$ cat src/rtl/cook_stage_sequencer_if.sv
// cook_stage_sequencer_if
// Groups every non-clock/reset signal of the cooking stage sequencer.
//   master : front-panel control FSM plus timer side (drives cfg_*, run,
//            abort, hold, tmr_done; observes the rest)
//   slave  : the sequencer itself
// Signalling: there is no valid/ready pair on this bus. cfg_we, run, abort
// and tmr_done are single-cycle strobes sampled on the rising clock edge;
// hold is a level. tmr_load, tmr_start, tmr_stop, finished and cfg_err are
// one-cycle pulses; tmr_pause is a level. No strobe is ever back-pressured:
// a strobe that is not legal in the current state is simply dropped.
// dbg_state exposes the sequencer state register for checkers.
interface cook_stage_sequencer_if #(
    parameter int IDX_W = 2
);
    logic             cfg_we;
    logic [IDX_W-1:0] cfg_idx;
    logic [6:0]       cfg_min;
    logic [6:0]       cfg_sec;
    logic [1:0]       cfg_pot;
    logic             run;
    logic             abort;
    logic             hold;
    logic             tmr_done;
    logic             tmr_load;
    logic             tmr_start;
    logic             tmr_stop;
    logic             tmr_pause;
    logic [6:0]       tmr_min;
    logic [6:0]       tmr_sec;
    logic [1:0]       potencia;
    logic [IDX_W-1:0] stage;
    logic             busy;
    logic             finished;
    logic             cfg_err;
    logic [2:0]       dbg_state;

    modport master (
        output cfg_we, cfg_idx, cfg_min, cfg_sec, cfg_pot,
        output run, abort, hold, tmr_done,
        input  tmr_load, tmr_start, tmr_stop, tmr_pause, tmr_min, tmr_sec,
        input  potencia, stage, busy, finished, cfg_err, dbg_state
    );

    modport slave (
        input  cfg_we, cfg_idx, cfg_min, cfg_sec, cfg_pot,
        input  run, abort, hold, tmr_done,
        output tmr_load, tmr_start, tmr_stop, tmr_pause, tmr_min, tmr_sec,
        output potencia, stage, busy, finished, cfg_err, dbg_state
    );
endinterface

$ cat src/rtl/cook_stage_sequencer.sv
// cook_stage_sequencer
// Steps through a table of cooking stages {min, sec, pot}. On run it loads
// each stage into the countdown timer, starts it and waits for the timer's
// done pulse before advancing; zero-time stages are skipped, pot=0 ends the
// program. Hold pauses the timer and cuts power; abort clears the timer.
// Ports:
//   clock  : system clock
//   reset  : asynchronous, active-high; clears state, index and table
//   bus    : cook_stage_sequencer_if.slave (config, control, timer, status)
// All outputs except cfg_err are decoded from the registered state, index
// and table; cfg_err is a registered one-cycle pulse.
module cook_stage_sequencer #(
    parameter int N_STAGES = 4,
    parameter int IDX_W    = 2
) (
    input  logic                 clock,
    input  logic                 reset,
    cook_stage_sequencer_if.slave bus
);
    typedef enum logic [2:0] {
        S_IDLE, S_LOAD, S_START, S_COOK, S_HOLD, S_NEXT, S_FINISH, S_ABORT
    } state_t;

    state_t           state_q, state_d;
    logic [IDX_W-1:0] idx_q, idx_d, idx_nx;
    logic [6:0]       tab_min [N_STAGES];
    logic [6:0]       tab_sec [N_STAGES];
    logic [1:0]       tab_pot [N_STAGES];
    logic             cfg_ok;
    logic             wr_en;
    logic             cfg_err_q, cfg_err_d;

    assign idx_nx = idx_q + IDX_W'(1);
    assign cfg_ok = (bus.cfg_min <= 7'd99) && (bus.cfg_sec <= 7'd59);
    assign wr_en  = (state_q == S_IDLE) && bus.cfg_we && cfg_ok;

    // Rejected write or run on an empty program; both only matter in IDLE.
    assign cfg_err_d = (state_q == S_IDLE) &&
                       ((bus.cfg_we && !cfg_ok) || (bus.run && tab_pot[0] == 2'd0));

    always_ff @(posedge clock or posedge reset) begin
        if (reset) begin
            state_q   <= S_IDLE;
            idx_q     <= '0;
            cfg_err_q <= 1'b0;
            for (int i = 0; i < N_STAGES; i++) begin
                tab_min[i] <= '0;
                tab_sec[i] <= '0;
                tab_pot[i] <= '0;
            end
        end else begin
            state_q   <= state_d;
            idx_q     <= idx_d;
            cfg_err_q <= cfg_err_d;
            if (wr_en) begin
                tab_min[bus.cfg_idx] <= bus.cfg_min;
                tab_sec[bus.cfg_idx] <= bus.cfg_sec;
                tab_pot[bus.cfg_idx] <= bus.cfg_pot;
            end
        end
    end

    always_comb begin
        state_d = state_q;
        idx_d   = idx_q;
        case (state_q)
            S_IDLE: begin
                if (bus.run && !bus.hold && tab_pot[0] != 2'd0) begin
                    idx_d   = '0;
                    state_d = S_LOAD;
                end
            end
            S_LOAD:  state_d = bus.abort ? S_ABORT : S_START;
            S_START: state_d = bus.abort ? S_ABORT : S_COOK;
            S_COOK: begin
                if (bus.abort)         state_d = S_ABORT;
                else if (bus.tmr_done) state_d = S_NEXT;
                else if (bus.hold)     state_d = S_HOLD;
            end
            S_HOLD: begin
                if (bus.abort)         state_d = S_ABORT;
                else if (bus.tmr_done) state_d = S_NEXT;
                else if (!bus.hold)    state_d = S_COOK;
            end
            S_NEXT: begin
                if (bus.abort) begin
                    state_d = S_ABORT;
                end else if (idx_q == IDX_W'(N_STAGES - 1) || tab_pot[idx_nx] == 2'd0) begin
                    state_d = S_FINISH;
                end else begin
                    idx_d = idx_nx;
                    // A zero-time stage costs one NEXT cycle and is never loaded.
                    if (tab_min[idx_nx] == 7'd0 && tab_sec[idx_nx] == 7'd0)
                        state_d = S_NEXT;
                    else
                        state_d = S_LOAD;
                end
            end
            S_FINISH: state_d = S_IDLE;
            S_ABORT:  state_d = S_IDLE;
            default:  state_d = S_IDLE;
        endcase
    end

    assign bus.tmr_load  = (state_q == S_LOAD);
    assign bus.tmr_start = (state_q == S_START);
    assign bus.tmr_stop  = (state_q == S_ABORT);
    assign bus.tmr_pause = (state_q == S_HOLD);
    assign bus.finished  = (state_q == S_FINISH);
    assign bus.busy      = (state_q != S_IDLE);
    assign bus.potencia  = (state_q == S_LOAD || state_q == S_START || state_q == S_COOK)
                           ? tab_pot[idx_q] : 2'd0;
    assign bus.tmr_min   = tab_min[idx_q];
    assign bus.tmr_sec   = tab_sec[idx_q];
    assign bus.stage     = idx_q;
    assign bus.cfg_err   = cfg_err_q;
    assign bus.dbg_state = state_q;
endmodule

$ cat src/flat_wrapper.sv
// flat-port wrapper written by rule: the top's interface ports become plain ports
module cook_stage_sequencer_flat 
#(
    parameter int N_STAGES = 4,
    parameter int IDX_W    = 2
)
  (clock, reset, bus_cfg_we, bus_cfg_idx, bus_cfg_min, bus_cfg_sec, bus_cfg_pot, bus_run, bus_abort, bus_hold, bus_tmr_done, bus_tmr_load, bus_tmr_start, bus_tmr_stop, bus_tmr_pause, bus_tmr_min, bus_tmr_sec, bus_potencia, bus_stage, bus_busy, bus_finished, bus_cfg_err, bus_dbg_state);
  cook_stage_sequencer_if #(.IDX_W(IDX_W)) bus_i ();
  input  logic clock;
  input  logic reset;
  input wire logic [$bits(bus_i.cfg_we)-1:0] bus_cfg_we;
  input wire logic [$bits(bus_i.cfg_idx)-1:0] bus_cfg_idx;
  input wire logic [$bits(bus_i.cfg_min)-1:0] bus_cfg_min;
  input wire logic [$bits(bus_i.cfg_sec)-1:0] bus_cfg_sec;
  input wire logic [$bits(bus_i.cfg_pot)-1:0] bus_cfg_pot;
  input wire logic [$bits(bus_i.run)-1:0] bus_run;
  input wire logic [$bits(bus_i.abort)-1:0] bus_abort;
  input wire logic [$bits(bus_i.hold)-1:0] bus_hold;
  input wire logic [$bits(bus_i.tmr_done)-1:0] bus_tmr_done;
  output wire logic [$bits(bus_i.tmr_load)-1:0] bus_tmr_load;
  output wire logic [$bits(bus_i.tmr_start)-1:0] bus_tmr_start;
  output wire logic [$bits(bus_i.tmr_stop)-1:0] bus_tmr_stop;
  output wire logic [$bits(bus_i.tmr_pause)-1:0] bus_tmr_pause;
  output wire logic [$bits(bus_i.tmr_min)-1:0] bus_tmr_min;
  output wire logic [$bits(bus_i.tmr_sec)-1:0] bus_tmr_sec;
  output wire logic [$bits(bus_i.potencia)-1:0] bus_potencia;
  output wire logic [$bits(bus_i.stage)-1:0] bus_stage;
  output wire logic [$bits(bus_i.busy)-1:0] bus_busy;
  output wire logic [$bits(bus_i.finished)-1:0] bus_finished;
  output wire logic [$bits(bus_i.cfg_err)-1:0] bus_cfg_err;
  output wire logic [$bits(bus_i.dbg_state)-1:0] bus_dbg_state;
  assign bus_i.cfg_we = bus_cfg_we;
  assign bus_i.cfg_idx = bus_cfg_idx;
  assign bus_i.cfg_min = bus_cfg_min;
  assign bus_i.cfg_sec = bus_cfg_sec;
  assign bus_i.cfg_pot = bus_cfg_pot;
  assign bus_i.run = bus_run;
  assign bus_i.abort = bus_abort;
  assign bus_i.hold = bus_hold;
  assign bus_i.tmr_done = bus_tmr_done;
  assign bus_tmr_load = bus_i.tmr_load;
  assign bus_tmr_start = bus_i.tmr_start;
  assign bus_tmr_stop = bus_i.tmr_stop;
  assign bus_tmr_pause = bus_i.tmr_pause;
  assign bus_tmr_min = bus_i.tmr_min;
  assign bus_tmr_sec = bus_i.tmr_sec;
  assign bus_potencia = bus_i.potencia;
  assign bus_stage = bus_i.stage;
  assign bus_busy = bus_i.busy;
  assign bus_finished = bus_i.finished;
  assign bus_cfg_err = bus_i.cfg_err;
  assign bus_dbg_state = bus_i.dbg_state;
  cook_stage_sequencer #(.N_STAGES(N_STAGES), .IDX_W(IDX_W)) u_core (.clock(clock), .reset(reset), .bus(bus_i));
endmodule
$ cat config.mk
export PLATFORM = sky130hd
export DESIGN_NAME = cook_stage_sequencer_flat
export DESIGN_NICKNAME = d
export VERILOG_FILES = /design/src/rtl/cook_stage_sequencer_if.sv /design/src/rtl/cook_stage_sequencer.sv /design/src/flat_wrapper.sv
export SDC_FILE = /design/constraint.sdc
export NUM_CORES = 1
export LEC_CHECK = 0
export ABC_AREA = 0
export CAP_MARGIN = 20
export CORE_MARGIN = 5
export CORE_UTILIZATION = 49
export CTS_CLUSTER_DIAMETER = 40
export DETAILED_ROUTE_END_ITERATION = 16
export MAX_ROUTING_LAYER = met4
export PLACE_DENSITY = 0.73
export SYNTH_ARGS = -nofsm -noshare
export SYNTH_HDL_FRONTEND = slang
export SYNTH_SLANG_ARGS = --single-unit
$ cat constraint.sdc
create_clock -name clock -period 2.67 [get_ports clock]
set_input_delay 0.4005 -clock clock [delete_from_list [all_inputs] [get_ports clock]]
set_output_delay 0.4005 -clock clock [all_outputs]
set_load 0.1 [all_outputs]
==> metrics.cfg, run 1 <==
[outcome]
outcome=completed

[yosys]
netlist_area_um2=3530
synth_top_area_cell=dfrtp_1
synthesis.nets=291
ys.flop_type=dfrtp_1
synth_edf_count=0
syn_inst=265
synth.top_cell.area_share_pct=49.6
avgSynthCellArea_um2=13.3
synth_warnings=0
ys_async_sr_fraction_pct=100
yosysSeqAreaShare_pct=49.6
synth.distinct_cells=44
netlist_top_cells_area=dfrtp_1, mux2_2, mux4_2
ys_ff_latch=70

[sta]
max_slew_margin_pct=60.8
fmax_mhz=410
final-hold-violation-count=0
grt_setup_unrepaired=no
period_needed_ps=2440
setup_viol=0
worstMarginPinSlew_ps=584
drv_slew=0
finClkSkew_ps=7.04
min_period_over_period_pct=91.4

[clock_network]
root_buffer=clkbuf_8
postCtsSetupRepairBufs=0
cts_buffers=9
cts_resized=0
numClockSinks=70
cts.clk_slew.worst_paths_ps=80
htreeDepth=3
clock_latency_ps=350
cts_buffer_depth=2
postCtsHoldBufs=0
tritoncts=built

[flow_run]
drv_cap=0

[floorplan]
start_util_pct=49.5
die_y_um=94.9
num_rows=31
pin_count=53
die_width_um=94.9
core_um2=7140
die-area_um2=9010

[placement]
port_buffers=52
dp_hpwl_um=6020
dpl_cell_area_um2=4420
routabilityCongestion=0.874

[global_route]
grt_pass1_vias=2678
grt_antenna_before_repair=0
grt_usage_pct=21.5
grt_max_degree=34
overflow=0
grt_pass1_wl_um=14000

[worst_setup_path]
max_stage_delay_ps=580
start_kind=flip-flop
reg2reg_slack_ps=410
path_buf_inv=2
cp.arrival_ps=2040
startpoint=u_core.bus.stage[0]
worstPathMaxFanout=33
worst-setup-path-type=reg -> out
required_ps=2270
worstRegToRegCells=5
crit_slowest_cell=mux4_2
timing.rr.end=u_core.tab_min[14]
crit_chain=buf_4, mux4_2, nor3b_4, buf_12
crit_path_end_kind=primary output
cpLargestDelayFamily=multiplexers
r2r-start=u_core.bus.dbg_state[1]

[routing]
drt-total-wl_um=8330
dr.pass1.iters=4
wl_per_cell_um=19.1
drc=0
ant_nets=0
vias=2538
drt_iter0_drc=97
viasPerCell=5.81

[finish]
area_delta_synth_final_pct=32.7
num_antenna_cells=0
fin_nets=359
drive_gt1_share_pct=46.7
final_cell_area_um2=4690

[hold_path]
hold_class=in -> async

## cell usage after synthesis, types with 2 or more instances
master    number
a211o_1        2
a21oi_1        4
a22oi_1        3
a31oi_1        6
and2_1         2
buf_2          4
buf_6          4
clkbuf_1       5
dfrtp_1       70
inv_1          7
mux2_2        61
mux2i_1        2
mux4_2        16
nand2_1       15
nand2b_1       2
nand3_1        2
nor2_1        13
nor2b_1        2
nor3_1         4
nor3b_1        3
nor4_1        11
nor4b_1        4
o22ai_1        2
## metal layers
layer / part of all wire [%] / wire length (um) / global-route usage [%] / vias to the layer above
li1: - / - / - / 1153
met1: 44 / 3690 / 28.2 / 1290
met2: 48 / 4020 / 32.1 / 77
met3: 4.9 / 408 / 4.06 / 18
met4: 2.5 / 211 / 10.3 / 0
met5: 0 / 0 / - / -
## cell families (layout without fill, tap and decap cells)
kind of cell | count (synthesis) | count (layout) | synth area share [%]
AOI/OAI and AO/OA | 27 | 27 | 5.45
DFF | 70 | 70 | 49.6
and+or+nand+nor | 67 | 67 | 11.0
muxes | 79 | 79 | 30.2
adders and majority gates | 2 | 2 | 0.637
buffers and inverters | 20 | 93 | 3.12
## worst max path at each step
stage,endpoint,slack (ps),depth (start not counted)
after floorplan,bus_finished,-210,3
after global placement,u_core.tab_min[14],180,6
after detailed placement,u_core.tab_min[19],60,6
after CTS,bus_potencia[0],200,4
after global routing,bus_potencia[0],120,4
final,bus_potencia[0],230,4
## area by class of cell
| type | instances | area [um2] |
|---|---|---|
| Clock buffer | 10 | 138 |
| Clock inverter | 6 | 133 |
| Fill cell | 532 | 2450 |
| Inverter | 7 | 26.3 |
| Multi-Input combinational cell | 175 | 1710 |
| Sequential cell | 70 | 1760 |
| Tap cell | 99 | 124 |
| Timing Repair Buffer | 70 | 798 |
## placed cells by master (no fill, tap or decap), types with 2 or more instances in the layout
master	n
a211o_1	2
a21oi_1	4
a22oi_1	3
a31oi_1	6
and2_2	2
buf_12	17
buf_4	29
bufinv_16	4
clkbuf_8	10
clkdlybuf4s50_1	24
dfrtp_1	66
dfrtp_2	4
inv_1	6
mux2_2	61
mux2i_1	2
mux4_2	16
nand2_1	15
nand2b_1	2
nand3_1	2
nor2_1	10
nor2_2	3
nor2b_1	2
nor3_1	3
nor3_4	2
nor3b_4	3
nor4_1	11
nor4b_1	4
o22ai_1	2
## sequential cells by signal (all words and copies together), names as in the netlist
signal                flops
u_core.bus.dbg_state      3
u_core.tab_sec           28
u_core.tab_min           28
u_core.tab_pot            8
u_core.bus.stage          2
u_core.bus.cfg_err        1
## stage by stage
| stage | instances | setup WS (ps) | hold WS, ps | utilization (%) | TNS [ps] |
|---|---|---|---|---|---|
| after detailed placement | 421 | 63.0 | 516 | 61.9 | 0 |
| after CTS | 437 | 203 | 362 | 65.7 | 0 |
| after global placement | 421 | 180 | 511 | 61.9 | 0 |
| after global routing | 437 | 117 | 409 | 65.7 | 0 |
| after floorplan | 265 | -205 | 472 | - | -411 |
| final | 437 | 228 | 361 | 65.7 | 0 |
Power of run 1 is left out: the tool's default activity adds up to more than one toggle a clock period on the data nets, which glitch-free logic cannot reach.
==> inputs of run 2 (changes only) <==
Settings changed: CTS_CLUSTER_SIZE set to 12.
Clock period 2.67 ns to 2.7 ns, I/O delays scaled along.
==> run 2 against run 1 <==
  * Hold slack improved by 9.9 ps
  * Critical path depth unchanged
  * Register-to-register slack about the same
  * Critical endpoint is now bus_potencia[1]
  * Largest cell class unchanged
==> metrics.cfg, run 2 (same netlist as run 1, synthesis figures left out) <==
[outcome]
outcome=completed

[floorplan]
die_y_um=94.9
start_util_pct=49.5
pin_count=53
core_um2=7140
die_width_um=94.9
num_rows=31
die-area_um2=9010

[global_route]
grt_antenna_before_repair=0
overflow=0
grt_usage_pct=21.1
grt_pass1_wl_um=13900
grt_pass1_vias=2610
grt_max_degree=34

[routing]
drt-total-wl_um=8380
drc=0
wl_per_cell_um=19.2
dr_wl_met3_um=421
drt_iter0_drc=157
viasPerCell=5.70
ant_nets=0
dr_wl_met2_um=4210
wl_met1_um=3640
dr.pass1.iters=4
vias=2489
routed.top_layer=met4

[sta]
max_slew_margin_pct=56.6
fmax_mhz=412
worstMarginPinSlew_ps=647
grt_setup_unrepaired=no
final-hold-violation-count=0
min_period_over_period_pct=89.9
drv_slew=0
finClkSkew_ps=12.5
setup_viol=0
period_needed_ps=2430

[clock_network]
clock_latency_ps=340
numClockSinks=70
cts_buffers=9
postCtsHoldBufs=0
postCtsSetupRepairBufs=0
cts_resized=0
root_buffer=clkbuf_8
cts_buffer_depth=2
htreeDepth=3
tritoncts=built
cts.clk_slew.worst_paths_ps=80

[finish]
area_delta_synth_final_pct=31.4
layout_common_cells=dfrtp_1, mux2_2, buf_4
fin_util_pct=65.1
top_regs=u_core.tab_min (28), u_core.tab_sec (28), u_core.tab_pot (8)
num_antenna_cells=0
final_common_cell=dfrtp_1
drive_gt1_share_pct=46.2
fin_nets=359

[worst_setup_path]
worstPathMaxFanout=33
cp.arrival_ps=2020
start_kind=flip-flop
worst-setup-path-type=reg -> out
required_ps=2300
crit_path_end_kind=primary output

[flow_run]
drv_cap=0

[placement]
dp_hpwl_um=6110
port_buffers=52
routabilityCongestion=0.877

[hold_path]
hold_class=in -> async

[run 2: stage by stage]
| stage | cell area, um2 | hold slack, ps | std cells | setup TNS [ps] | setup slack, ps |
|---|---|---|---|---|---|
| floorplan | 3580 | 472 | 265 | -360 | -180 |
| global placement | 4410 | 501 | 421 | 0 | 202 |
| detailed placement | 4410 | 516 | 421 | 0 | 146 |
| CTS | 4640 | 375 | 437 | 0 | 246 |
| global route | 4640 | 429 | 437 | 0 | 137 |
| finish | 4640 | 371 | 437 | 0 | 271 |
[run 2: final timing paths]
kind / startpoint / end / slack [ps] / depth (start not counted)
worst max-delay path: u_core.bus.stage[0] / bus_potencia[1] / 270 / 4
worst min-delay path: reset / u_core.tab_sec[13] / 370 / 2
worst max register to register: u_core.bus.dbg_state[1] / u_core.tab_pot[4] / 420 / 5
worst min register to register: u_core.tab_sec[3] / u_core.tab_sec[3] / 530 / 1
max in group asynchronous: reset / u_core.bus.dbg_state[0] / 1610 / 3
min in group clock: u_core.tab_sec[3] / u_core.tab_sec[3] / 530 / 1
[run 2: layout make-up]
cell class	count	area, um2
Timing Repair Buffer	70	786
Inverter	7	26.3
Sequential cell	70	1760
Multi-Input combinational cell	175	1710
Fill cell	534	2490
Clock inverter	5	106
Tap cell	99	124
Clock buffer	11	131
[run 2: metal layers]
layer | up-vias | GRT usage (%)
met4 | 0 | 7.81
met3 | 9 | 3.43
li1 | 1152 | -
met1 | 1261 | 28.6
met2 | 67 | 32.3
met5 | - | -
[run 2: worst max-delay path, cell delays in order, from the launching register on]
cell     delay [ps]
dfrtp_2         360
buf_4           390
mux4_2          580
nor3b_4         180
buf_12          180
Power of run 2 is left out for the same reason.
